$ cat config.mk
export PLATFORM = sky130hd
export DESIGN_NAME = cam_capture
export DESIGN_NICKNAME = d
export VERILOG_FILES = /design/src/rtl/cam_capture.sv
export SDC_FILE = /design/constraint.sdc
export NUM_CORES = 1
export LEC_CHECK = 0
export ABC_AREA = 1
export CORE_MARGIN = 2
export CORE_UTILIZATION = 55
export DETAILED_ROUTE_END_ITERATION = 10
export GPL_TIMING_DRIVEN = 0
export PLACE_DENSITY = 0.8
export REMOVE_ABC_BUFFERS = 1
export SETUP_SLACK_MARGIN = 0.02
export SLEW_MARGIN = 30
export SYNTH_ARGS = -nofsm -noshare
export SYNTH_HDL_FRONTEND = slang
export SYNTH_SLANG_ARGS = --single-unit
$ cat constraint.sdc
create_clock -name clk_i -period 2.3 [get_ports clk_i]
set_input_delay 0.46 -clock clk_i [delete_from_list [all_inputs] [get_ports clk_i]]
set_output_delay 0.46 -clock clk_i [all_outputs]
set_load 0.03 [all_outputs]
$ cat src/rtl/cam_capture.sv
// cam_capture: oversamples an OV7670-style camera bus and assembles RGB565 pixels
// tagged with x/y coordinates and frame/line markers, all on the system clock.
module cam_capture #(
  parameter int H_ACTIVE    = 320,
  parameter int V_ACTIVE    = 240,
  parameter int SYNC_STAGES = 2
) (
  input  logic        clk_i,
  input  logic        rst_ni,
  input  logic        enable_i,
  input  logic        cam_pclk_i,
  input  logic        cam_vsync_i,
  input  logic        cam_href_i,
  input  logic [7:0]  cam_data_i,
  output logic [15:0] pix_data_o,
  output logic        pix_valid_o,
  output logic [8:0]  pix_x_o,
  output logic [7:0]  pix_y_o,
  output logic        frame_start_o,
  output logic        line_end_o,
  output logic        frame_done_o,
  output logic        err_o,
  output logic        busy_o
);
  typedef enum logic [1:0] {IDLE, WAIT_VS, ACTIVE} state_t;
  localparam logic [8:0] X_MAX = 9'(H_ACTIVE);
  localparam logic [7:0] Y_MAX = 8'(V_ACTIVE);
  state_t state_q, state_d;
  logic [SYNC_STAGES-1:0] pclk_sync_q, pclk_sync_d, vs_sync_q, vs_sync_d, href_sync_q, href_sync_d;
  logic [SYNC_STAGES-1:0][7:0] data_sync_q, data_sync_d;
  logic pclk_dly_q, pclk_dly_d, vs_dly_q, vs_dly_d, href_smp_q, href_smp_d;
  logic phase_q, phase_d, drop_q, drop_d;
  logic [7:0] hi_q, hi_d;
  logic [8:0] x_q, x_d, pix_x_q, pix_x_d;
  logic [7:0] y_q, y_d, pix_y_q, pix_y_d;
  logic [15:0] pix_data_q, pix_data_d;
  logic pix_valid_q, pix_valid_d, fs_q, fs_d, le_q, le_d, fd_q, fd_d, err_q, err_d;
  logic pclk_s, vs_s, href_s, pclk_rise, vs_rise, vs_fall, href_rise, href_fall, line_drop;
  logic [7:0] data_s;
  assign pclk_s    = pclk_sync_q[SYNC_STAGES-1];
  assign vs_s      = vs_sync_q[SYNC_STAGES-1];
  assign href_s    = href_sync_q[SYNC_STAGES-1];
  assign data_s    = data_sync_q[SYNC_STAGES-1];
  assign pclk_rise = pclk_s & ~pclk_dly_q;
  assign vs_rise   = vs_s & ~vs_dly_q;
  assign vs_fall   = ~vs_s & vs_dly_q;
  assign href_rise = pclk_rise & href_s & ~href_smp_q;
  assign href_fall = pclk_rise & ~href_s & href_smp_q;
  // A line that begins once all rows are filled is swallowed whole.
  assign line_drop = drop_q | (href_rise & (y_q == Y_MAX));
  always_comb begin
    pclk_sync_d = {pclk_sync_q[SYNC_STAGES-2:0], cam_pclk_i};
    vs_sync_d   = {vs_sync_q[SYNC_STAGES-2:0], cam_vsync_i};
    href_sync_d = {href_sync_q[SYNC_STAGES-2:0], cam_href_i};
    data_sync_d = {data_sync_q[SYNC_STAGES-2:0], cam_data_i};
    pclk_dly_d  = pclk_s;
    vs_dly_d    = vs_s;
    href_smp_d  = pclk_rise ? href_s : href_smp_q;
    state_d     = state_q;
    phase_d     = phase_q;
    drop_d      = drop_q;
    hi_d        = hi_q;
    x_d         = x_q;
    y_d         = y_q;
    pix_data_d  = pix_data_q;
    pix_x_d     = pix_x_q;
    pix_y_d     = pix_y_q;
    err_d       = err_q;
    pix_valid_d = 1'b0;
    fs_d        = 1'b0;
    le_d        = 1'b0;
    fd_d        = 1'b0;
    case (state_q)
      IDLE: state_d = (enable_i && vs_s) ? WAIT_VS : IDLE;
      WAIT_VS: begin
        if (!enable_i) state_d = IDLE;
        else if (vs_fall) begin
          state_d = ACTIVE;
          fs_d    = 1'b1;
          x_d     = '0;
          y_d     = '0;
          phase_d = 1'b0;
          drop_d  = 1'b0;
          err_d   = 1'b0;
        end
      end
      ACTIVE: begin
        if (href_rise && y_q == Y_MAX) begin
          drop_d = 1'b1;
          err_d  = 1'b1;
        end
        if (pclk_rise && href_s && !line_drop) begin
          phase_d = ~phase_q;
          if (!phase_q) hi_d = data_s;
          else if (x_q == X_MAX) err_d = 1'b1;
          else begin
            pix_valid_d = 1'b1;
            pix_data_d  = {hi_q, data_s};
            pix_x_d     = x_q;
            pix_y_d     = y_q;
            x_d         = x_q + 9'd1;
          end
        end
        if (href_fall) begin
          drop_d = 1'b0;
          if (!drop_q) begin
            le_d    = 1'b1;
            y_d     = y_q + 8'd1;
            x_d     = '0;
            phase_d = 1'b0;
            if (phase_q || x_q != X_MAX) err_d = 1'b1;
          end
        end
        // Frame ends here even if incomplete; an open line or missing rows flag an error.
        if (vs_rise) begin
          state_d = IDLE;
          fd_d    = 1'b1;
          phase_d = 1'b0;
          drop_d  = 1'b0;
          if (href_smp_d || y_d != Y_MAX) err_d = 1'b1;
        end
      end
      default: state_d = IDLE;
    endcase
  end
  always_ff @(posedge clk_i or negedge rst_ni) begin
    if (!rst_ni) begin
      state_q     <= IDLE;
      pclk_sync_q <= '0;
      vs_sync_q   <= '0;
      href_sync_q <= '0;
      data_sync_q <= '0;
      pclk_dly_q  <= 1'b0;
      vs_dly_q    <= 1'b0;
      href_smp_q  <= 1'b0;
      phase_q     <= 1'b0;
      drop_q      <= 1'b0;
      hi_q        <= '0;
      x_q         <= '0;
      y_q         <= '0;
      pix_data_q  <= '0;
      pix_x_q     <= '0;
      pix_y_q     <= '0;
      pix_valid_q <= 1'b0;
      fs_q        <= 1'b0;
      le_q        <= 1'b0;
      fd_q        <= 1'b0;
      err_q       <= 1'b0;
    end else begin
      state_q     <= state_d;
      pclk_sync_q <= pclk_sync_d;
      vs_sync_q   <= vs_sync_d;
      href_sync_q <= href_sync_d;
      data_sync_q <= data_sync_d;
      pclk_dly_q  <= pclk_dly_d;
      vs_dly_q    <= vs_dly_d;
      href_smp_q  <= href_smp_d;
      phase_q     <= phase_d;
      drop_q      <= drop_d;
      hi_q        <= hi_d;
      x_q         <= x_d;
      y_q         <= y_d;
      pix_data_q  <= pix_data_d;
      pix_x_q     <= pix_x_d;
      pix_y_q     <= pix_y_d;
      pix_valid_q <= pix_valid_d;
      fs_q        <= fs_d;
      le_q        <= le_d;
      fd_q        <= fd_d;
      err_q       <= err_d;
    end
  end
  assign pix_data_o    = pix_data_q;
  assign pix_valid_o   = pix_valid_q;
  assign pix_x_o       = pix_x_q;
  assign pix_y_o       = pix_y_q;
  assign frame_start_o = fs_q;
  assign line_end_o    = le_q;
  assign frame_done_o  = fd_q;
  assign err_o         = err_q;
  assign busy_o        = state_q != IDLE;
endmodule

==> flow_summary_export.csv, run 1 <==
group,metric,value,unit
global_routing,grtUsageMet2,34.0,%
global_routing,grt_usage,20.9,%
worst_setup_path,ff2ff_path_depth,11,
clocking,clk_pin_slew,0.09,ns
sta,drv_slew,0,
synth,yosys.cell_types.count,31,
synth,synth_top_flop_cell,"dfrtp_1",
global_routing,grt_pass1_wl,12700,um
clocking,htreeDepth,3,
place,numPortBuffers,52,
clocking,cts.sinks,92,
global_routing,grt_max_degree,60,
sta,period_minus_slack,2.19,ns
clocking,numCtsBuffers,9,
worst_setup_path,crit_required,1.84,ns
hold_path,min_delay_path_depth,0,
synth,synth_fa_ha_area_share,2.51,%
worst_setup_path,reg2reg_to,"pix_data_o[9]",
global_routing,grtUsageMet1,27.6,%
synth,synth_compound_area_share,8.68,%
floorplanning,start_util,55.9,%
synth,synthCells,442,
floorplanning,die_y,89.2,um
run,maxCapViolCount,0,
synth,synthMuxAreaShare,0,%
place,post_dp_cell_area,4580,um2
synth,synth_edf_count,0,
synth,netlist_area,3990,um2
hold_path,min_from,"data_sync_d[10]",
clocking,clk_latency,0.35,ns
worst_setup_path,critPathMaxFanout,3,
synth,post_synth_and_or_nand_nor_area_fraction,22.8,%
clocking,clockBufferDepth,2,
power,vdd_ir_drop_max,0.526,mV
worst_setup_path,r2r_start,"x_q[0]",
sta,tightest_slew,0.452,ns
worst_setup_path,crit_path_cell_trace,"inv_1 -> ha_1 -> inv_1 -> clkdlybuf4s50_1",
worst_setup_path,cp-end-kind,"output pin",
worst_setup_path,slowest_delay,0.66,ns
drt,post-route-drc-count,0,
synth,synth-warning-count,0,
worst_setup_path,cp_common_cell,"inv_1",
clocking,root_buffer,"clkbuf_8",
drt,drt_wl_total,7390,um
worst_setup_path,worst_setup_path_start_kind,"flip-flop",
worst_setup_path,r2r_slack,0.24,ns
global_routing,busiest_layer,"met2",
cells_and_area,fin_util,67.6,%
floorplanning,die_x,89.2,um
global_routing,antenna_found_initial,0,
hold_path,hold_class,"reg2reg",
sta,finClkSkew,0.0115,ns
synth,synthXorXnorAreaFrac,0.439,%
sta,setup_viol,0,
drt,vias,2985,
global_routing,grt_util_met3,4.62,%
outcome,status,"completed",
synth,ys_seq_elements,92,
sta,hold_viol_final,0,
floorplanning,ios,53,
place,dp_hpwl,5020,um
cells_and_area,areaGrowthSynthToFinish,20.9,%
sta,hold_ws,0.342,ns
cells_and_area,layout_common_cells,"nand2_1, dfrtp_1, inv_1",
worst_setup_path,worstPathArrival,1.73,ns
synth,synth_area_per_cell,9.03,um2
synth,synth_top_family_by_area,"simple AND/OR/NAND/NOR gates",
drt,detail-route-antenna-nets,0,
power,power.density,880,nW/um2
sta,slew_headroom,69.6,%
drt,viasPerCell,4.98,
cells_and_area,finalNetCount,518,
global_routing,grt-ovfl-total,0,
global_routing,grt_pass1_vias,2868,
cells_and_area,drive_gt1_share,9.40,%
drt,first_pass_iters,7,
place,gp_congestion,0.814,
cells_and_area,layout.cells.most_common,"nand2_1",
sta,post-route-period-util,95.2,%
clocking,cts_tree,"built",
cells_and_area,design_area,4830,um2
worst_setup_path,crit_type,"reg2out",
power,p_leak,2.32,nW
floorplanning,die_area,7950,um2
synth,async_reset_ff_share,100,%
drt,drt_iter0_drc,205,
floorplanning,rows,31,
hold_path,whs_endpoint,"data_s[2]",
floorplanning,core,7140,um2
power,p_total,4.25,mW
drt,wl_per_cell,12.3,um
worst_setup_path,cp_slowest_cell,"clkdlybuf4s50_1",
sta,rsz0062_at_grt,"false",
sta,fmax,0.457,GHz
cells_and_area,diodes,0,
synth,seq_area_frac_synth,57.7,%
-- worst max-delay path: cells and delay by family, from the launching register on --
kind                       cells  cell delay (ns)
buffers and inverters          3             0.80
DFF                            1             0.39
adders and majority gates      1             0.20
-- power breakdown --
part	internal [mW]	leakage [nW]	switching, mW
clock	0.639	0.105	0.540
combinational	0.411	1.00	0.728
sequential	1.81	1.22	0.124
total	2.86	2.32	1.39
-- Yosys cell counts, types with 3 or more instances --
cell type,number,share of area (%)
nand2_1,131,12
o22ai_1,4,0.63
ha_1,8,2.5
buf_2,3,0.38
nand2_2,11,1.7
inv_1,55,5.2
nand4_1,3,0.47
dfrtp_1,92,58
o21ai_0,51,6.4
inv_2,5,0.47
nor2_1,23,2.2
nand3_1,23,2.9
a21oi_1,5,0.63
nor3_1,3,0.38
nor2_4,3,0.85
-- what timing repair did --
| item | 4_1_cts | 5_1_grt |
|---|---|---|
| gates cloned | 0 | 0 |
| setup buffers | 0 | 0 |
| hold buffers | 1 | 0 |
| pin swaps | 0 | 1 |
| setup endpoints to repair | 8 | 19 |
| hold endpoints to repair | 1 | 0 |
| gates resized for setup | 1 | 3 |
-- cells by family after synthesis --
group                      after synthesis
xor gates and xnor gates                 2
DFF                                     92
adders and majority gates                8
AOI/OAI and AO/OA                       66
buffers and inverters                   71
and+or+nand+nor                        203
-- metal layers --
layer / up-vias / routed length (um)
li1: 1487 / -
met5: - / 0
met1: 1397 / 3320
met3: 16 / 303
met2: 85 / 3610
met4: 0 / 149
-- area by class of cell --
type                    instances  area, um2
repair buffers                 54        559
fillers                       614       2310
clock inverters                 5       83.8
clock buffers                  10        138
flip-flops and latches         92       2300
inverters                      60        225
well taps                      99        124
multi-input cells             279       1400
-- metrics by stage --
step                      setup slack, ns  setup TNS (ns)  cells
final                               0.112               0    599
after global routing               0.0240               0    599
after CTS                          0.0363               0    599
after detailed placement           -0.343           -2.08    583
after global placement              -2.48         -231.60    582
after floorplan                     0.372               0    431
-- registers in the layout, indices dropped and copies added, names as in the netlist, 2 cells and up --
signal / count
href_sync_q: 2
vs_sync_q: 2
pclk_sync_q: 2
x_q: 9
data_sync_d: 8
hi_q: 8
pix_data_o: 16
y_q: 8
state_q: 2
data_s: 8
pix_y_o: 8
pix_x_o: 9
-- worst max-delay path by stage --
stage	to	start	slack [ns]	cells after the start
finish	busy_o	state_q[1]	0.11	4
global route	pix_data_o[9]	x_q[0]	0.02	11
CTS	phase_q	state_q[0]	0.04	8
detailed placement	x_q[2]	enable_i	-0.34	9
global placement	pix_x_o[4]	rst_ni	-2.48	1
floorplan	phase_q	state_q[0]	0.37	8
No activity file was read; power rests on OpenSTA's default activity.
==> run 2: changes to the inputs <==
- CTS_BUF_LIST: unset -> sky130_fd_sc_hd__clkbuf_4 sky130_fd_sc_hd__clkbuf_8 sky130_fd_sc_hd__clkbuf_16
- clock period: 2.3 -> 2.4 ns (I/O delays scaled with it)
==> run 2 against run 1 <==
  * Power decreased by 4.1%
  * Die area is the same
  * Clock power fell by 4%
  * Clock skew barely moved
  * Wire length increased by 0.54%
  * Sequential share of layout area grew 0.099 points
  * Sequential cell count unchanged
  * Final cell count shrank 0.17%
  * Largest power group unchanged
  * Critical endpoint unchanged
  * Via count is 0.17% lower
==> flow_summary_export.csv, run 2 (synthesized netlist as in run 1, its figures left out) <==
group,metric,value,unit
outcome,status,"completed",
cells_and_area,diodes,0,
global_routing,grt_usage,20.9,%
worst_setup_path,critPathMaxFanout,3,
cells_and_area,multi_input_area,1400,um2
clocking,clk_latency,0.35,ns
cells_and_area,layout_common_cells,"nand2_1, dfrtp_1, inv_1",
global_routing,grt-ovfl-total,0,
cells_and_area,ff_latch_area,2300,um2
worst_setup_path,worstPathArrival,1.73,ns
clocking,numCtsBuffers,9,
place,dp.cells,583,
clocking,postCtsHoldBufs,0,
cells_and_area,fill_cells,615,
floorplanning,die_area,7950,um2
worst_setup_path,slowest_delay,0.66,ns
worst_setup_path,cp_top_family,"buffers and inverters",
sta,tightest_slew,0.482,ns
power,p_leak,2.32,nW
sta,period_minus_slack,2.21,ns
sta,drv_slew,0,
place,dp_hpwl,5020,um
drt,detail-route-antenna-nets,0,
global_routing,antenna_found_initial,0,
worst_setup_path,r2r_start,"state_q[0]",
drt,post-route-drc-count,0,
drt,wl_per_cell,12.4,um
floorplanning,die_x,89.2,um
clocking,cts.sinks,92,
worst_setup_path,cp_common_cell,"inv_1",
cells_and_area,layout.cells.most_common,"nand2_1",
cells_and_area,finalNetCount,517,
place,numPortBuffers,52,
sta,hold_ws,0.0127,ns
worst_setup_path,reg2reg_to,"phase_q",
floorplanning,ios,53,
worst_setup_path,cp_slowest_cell,"clkdlybuf4s50_1",
clocking,root_buffer,"clkbuf_8",
place,gp_congestion,0.814,
sta,rsz0062_at_grt,"false",
worst_setup_path,cp.depth,4,
clocking,htreeDepth,3,
sta,hold_viol_final,0,
global_routing,grt_pass1_vias,2866,
drt,first_pass_iters,4,
worst_setup_path,ff2ff_path_depth,8,
place,post_dp_cell_area,4580,um2
floorplanning,rows,31,
power,vdd_ir_drop_max,0.506,mV
cells_and_area,layout.cells.non_filler,598,
clocking,cts_setup_buffers,0,
cells_and_area,design_area,4820,um2
hold_path,hold_class,"in2async",
run,maxCapViolCount,0,
cells_and_area,drive_gt1_share,9.42,%
sta,slew_headroom,67.6,%
sta,finClkSkew,0.0110,ns
clocking,cts_tree,"built",
cells_and_area,largest_register_ffs,16,
floorplanning,core,7140,um2
worst_setup_path,cp-end-kind,"output pin",
drt,vias,2980,
global_routing,grt_pass1_wl,12700,um
global_routing,grt_max_degree,60,
power,power.density,846,nW/um2
worst_setup_path,crit_type,"reg2out",
sta,post-route-period-util,92.0,%
drt,drt_iter0_drc,183,
worst_setup_path,crit_required,1.92,ns
sta,setup_viol,0,
floorplanning,start_util,55.9,%
drt,drt_wl_total,7430,um
worst_setup_path,worst_setup_path_start_kind,"flip-flop",
cells_and_area,fin_util,67.5,%
floorplanning,die_y,89.2,um
cells_and_area,areaGrowthSynthToFinish,20.7,%
sta,fmax,0.453,GHz
clocking,clk_pin_slew,0.09,ns
worst_setup_path,crit_path_cell_trace,"inv_1 -> ha_1 -> inv_1 -> clkdlybuf4s50_1",
clocking,clockBufferDepth,2,
worst_setup_path,r2r_slack,0.34,ns
drt,viasPerCell,4.98,
worst_setup_path,critical_path_buf_inv_count,3,
run 2: cell count changes in the layout (fill, tap and decap cells not counted):
cell,change
dlygate4sd3_1,-1
run 2: stage by stage:
stage	power, mW	setup TNS (ns)	worst slack, ns
floorplan	2.51	0	0.472
global placement	2.89	-222.89	-2.40
detailed placement	2.95	-1.30	-0.263
CTS	4.09	0	0.136
global route	4.29	0	0.116
finish	4.07	0	0.191
run 2: what timing repair did:
item | CTS | global route
endpoints found under the setup margin | 3 | 4
gates resized for setup | 1 | 3
pin swaps | 0 | 0
run 2: where the power goes:
part           total, mW  internal [mW]  switching, mW
registers           1.85           1.73          0.120
clock network       1.13          0.613          0.520
logic               1.09          0.392          0.697
run 2: final cells by class:
cell class                 instances  area share, %
sequential                        92           47.8
multi-input combinational        279           29.0
timing repair buffer              53           11.4
inverter                          60           4.68
clock buffer                      10           2.86
tap                               99           2.57
clock inverter                     5           1.74
run 2: metal layers:
layer	up-vias	routed length, um	global-route usage (%)
met2	81	3620	34.0
met1	1397	3340	27.5
met4	0	140	8.14
li1	1489	-	-
met3	13	329	4.62
met5	-	0	0
run 2: worst max-delay path by stage:
stage	endpoint	slack, ns	start
6_report	busy_o	0.19	state_q[1]
5_1_grt	pix_data_o[9]	0.12	x_q[0]
4_1_cts	phase_q	0.14	state_q[0]
3_5_place_dp	x_q[2]	-0.26	enable_i
3_3_place_gp	pix_x_o[4]	-2.40	rst_ni
2_1_floorplan	phase_q	0.47	state_q[0]
run 2: worst register-to-register path: stages (launching register included):
cell and delay (ns):
dfrtp_1 0.38, inv_1 0.11, ha_1 0.35, inv_1 0.21, a21oi_4 0.41, inv_1 0.24
o21ai_0 0.20, nand2_1 0.07, inv_1 0.05
==> run 3: changes to the inputs <==
- SETUP_SLACK_MARGIN: 0.02 -> unset
- TNS_END_PERCENT: unset -> 5
==> run 3 against run 2 <==
  * Via count about the same
  * Maximum frequency about the same
  * Clock skew about the same
  * Sequential power about the same
  * Setup slack about the same
  * Power about the same
  * Final cell count unchanged
  * Sequential share of layout area about the same
  * Sequential cell count unchanged
  * Wire length decreased by 0.11%
  * First-iteration DRC count increased by 1.6%
  * Combinational power about the same
==> flow_summary_export.csv, run 3 (synthesized netlist as in run 1, its figures left out) <==
group,metric,value,unit
floorplanning,core,7140,um2
sta,period_minus_slack,2.21,ns
global_routing,grt-ovfl-total,0,
power,power.density,846,nW/um2
worst_setup_path,r2r_start,"y_q[0]",
clocking,clk_pin_slew,0.09,ns
worst_setup_path,worst_setup_path_start_kind,"flip-flop",
cells_and_area,diodes,0,
clocking,root_buffer,"clkbuf_8",
floorplanning,die_area,7950,um2
clocking,cts_tree,"built",
worst_setup_path,cp-end-kind,"output pin",
clocking,cts_setup_buffers,0,
global_routing,grt_pass1_wl,12700,um
power,p_total,4.07,mW
worst_setup_path,worstPathArrival,1.73,ns
sta,finClkSkew,0.0110,ns
power,clockPowerShare,27.8,%
clocking,clk_latency,0.35,ns
worst_setup_path,ff2ff_path_depth,11,
place,dp_hpwl,5020,um
floorplanning,ios,53,
floorplanning,rows,31,
drt,post-route-drc-count,0,
clocking,postCtsHoldBufs,0,
clocking,clockBufferDepth,2,
power,p_seq_share,45.5,%
clocking,numCtsBuffers,9,
global_routing,grt_pass1_vias,2866,
clocking,htreeDepth,3,
global_routing,antenna_found_initial,0,
cells_and_area,design_area,4810,um2
sta,hold_viol_final,0,
worst_setup_path,reg2reg_to,"hi_q[5]",
worst_setup_path,crit_type,"reg2out",
place,gp_congestion,0.814,
drt,detail-route-antenna-nets,0,
floorplanning,die_y,89.2,um
drt,first_pass_iters,4,
power,vdd_ir_drop_max,0.506,mV
drt,drt_iter0_drc,186,
cells_and_area,fin_util,67.5,%
cells_and_area,ff_latch_area,2300,um2
power,power.switching,1.34,mW
cells_and_area,areaGrowthSynthToFinish,20.6,%
drt,viasPerCell,4.99,
place,numPortBuffers,52,
clocking,cts.sinks,92,
power,swShare,32.8,%
drt,vias,2982,
sta,post-route-period-util,92.1,%
sta,drv_slew,0,
place,post_dp_cell_area,4580,um2
global_routing,grt_max_degree,60,
cells_and_area,layout.cells.most_common,"nand2_1",
worst_setup_path,critPathMaxFanout,3,
power,p_int,2.74,mW
floorplanning,start_util,55.9,%
cells_and_area,drive_gt1_share,9.22,%
cells_and_area,layout_common_cells,"nand2_1, dfrtp_1, inv_1",
power,p_comb_share,26.7,%
outcome,status,"completed",
sta,slew_headroom,62.8,%
cells_and_area,fill_cells,616,
hold_path,hold_class,"in2async",
cells_and_area,largest_register_ffs,16,
worst_setup_path,crit_required,1.92,ns
drt,wl_per_cell,12.4,um
run,maxCapViolCount,0,
sta,rsz0062_at_grt,"true",
cells_and_area,finalNetCount,517,
floorplanning,die_x,89.2,um
drt,drt_wl_total,7420,um
cells_and_area,multi_input_area,1390,um2
sta,fmax,0.453,GHz
sta,hold_ws,0.0126,ns
global_routing,grt_usage,20.9,%
power,p_leak,2.32,nW
sta,tightest_slew,0.557,ns
clocking,cts.repair.resized,1,
worst_setup_path,r2r_slack,0.22,ns
sta,setup_viol,0,
==> run 3: changes by cell type in the layout (fill, tap and decap cells not counted) <==
cell / change
nand2_1: +1
nand2_2: -1
==> run 3: how the worst max path moves through the flow <==
stage | startpoint | end | slack (ns) | cells past startpoint
detailed placement | enable_i | x_q[2] | -0.26 | 9
floorplan | state_q[0] | phase_q | 0.47 | 8
CTS | state_q[0] | phase_q | 0.14 | 8
global placement | rst_ni | pix_x_o[4] | -2.40 | 1
finish | state_q[1] | busy_o | 0.19 | 4
global route | y_q[0] | hi_q[5] | -0.03 | 11
==> run 3: routing by layer <==
| layer | track usage (%) | vias up | wire length, um | part of all wire [%] |
|---|---|---|---|---|
| li1 | - | 1489 | - | - |
| met1 | 27.5 | 1397 | 3320 | 45 |
| met2 | 34.0 | 83 | 3610 | 49 |
| met3 | 4.62 | 13 | 352 | 4.7 |
| met4 | 8.14 | 0 | 140 | 1.9 |
| met5 | 0 | - | 0 | 0 |
==> run 3: power by group through the flow <==
| stage | clock network (mW) | registers, mW | logic [mW] |
|---|---|---|---|
| finish | 1.13 | 1.85 | 1.09 |
| global route | 1.21 | 1.87 | 1.20 |
| CTS | 1.16 | 1.85 | 1.07 |
| detailed placement | 0 | 1.88 | 1.06 |
| global placement | 0 | 1.87 | 1.02 |
| floorplan | 0 | 2.05 | 0.461 |
==> run 3: critical path, stage by stage (launching register included) <==
cell and delay [ns]:
dfrtp_1 0.39, inv_1 0.08, ha_1 0.20, inv_1 0.06, clkdlybuf4s50_1 0.66
==> run 3: through the flow <==
step	TNS [ns]	worst slack (ns)	cells
CTS	0	0.136	598
global placement	-222.89	-2.40	582
global route	-0.0278	-0.0278	598
detailed placement	-1.30	-0.263	583
finish	0	0.191	598
floorplan	0	0.472	431
==> run 3: final cells by class <==
class | count | area share [%]
clock inverters | 5 | 1.74
flip-flops and latches | 92 | 47.8
multi-input cells | 279 | 28.9
clock buffers | 10 | 2.86
inverters | 60 | 4.68
well taps | 99 | 2.57
repair buffers | 53 | 11.4
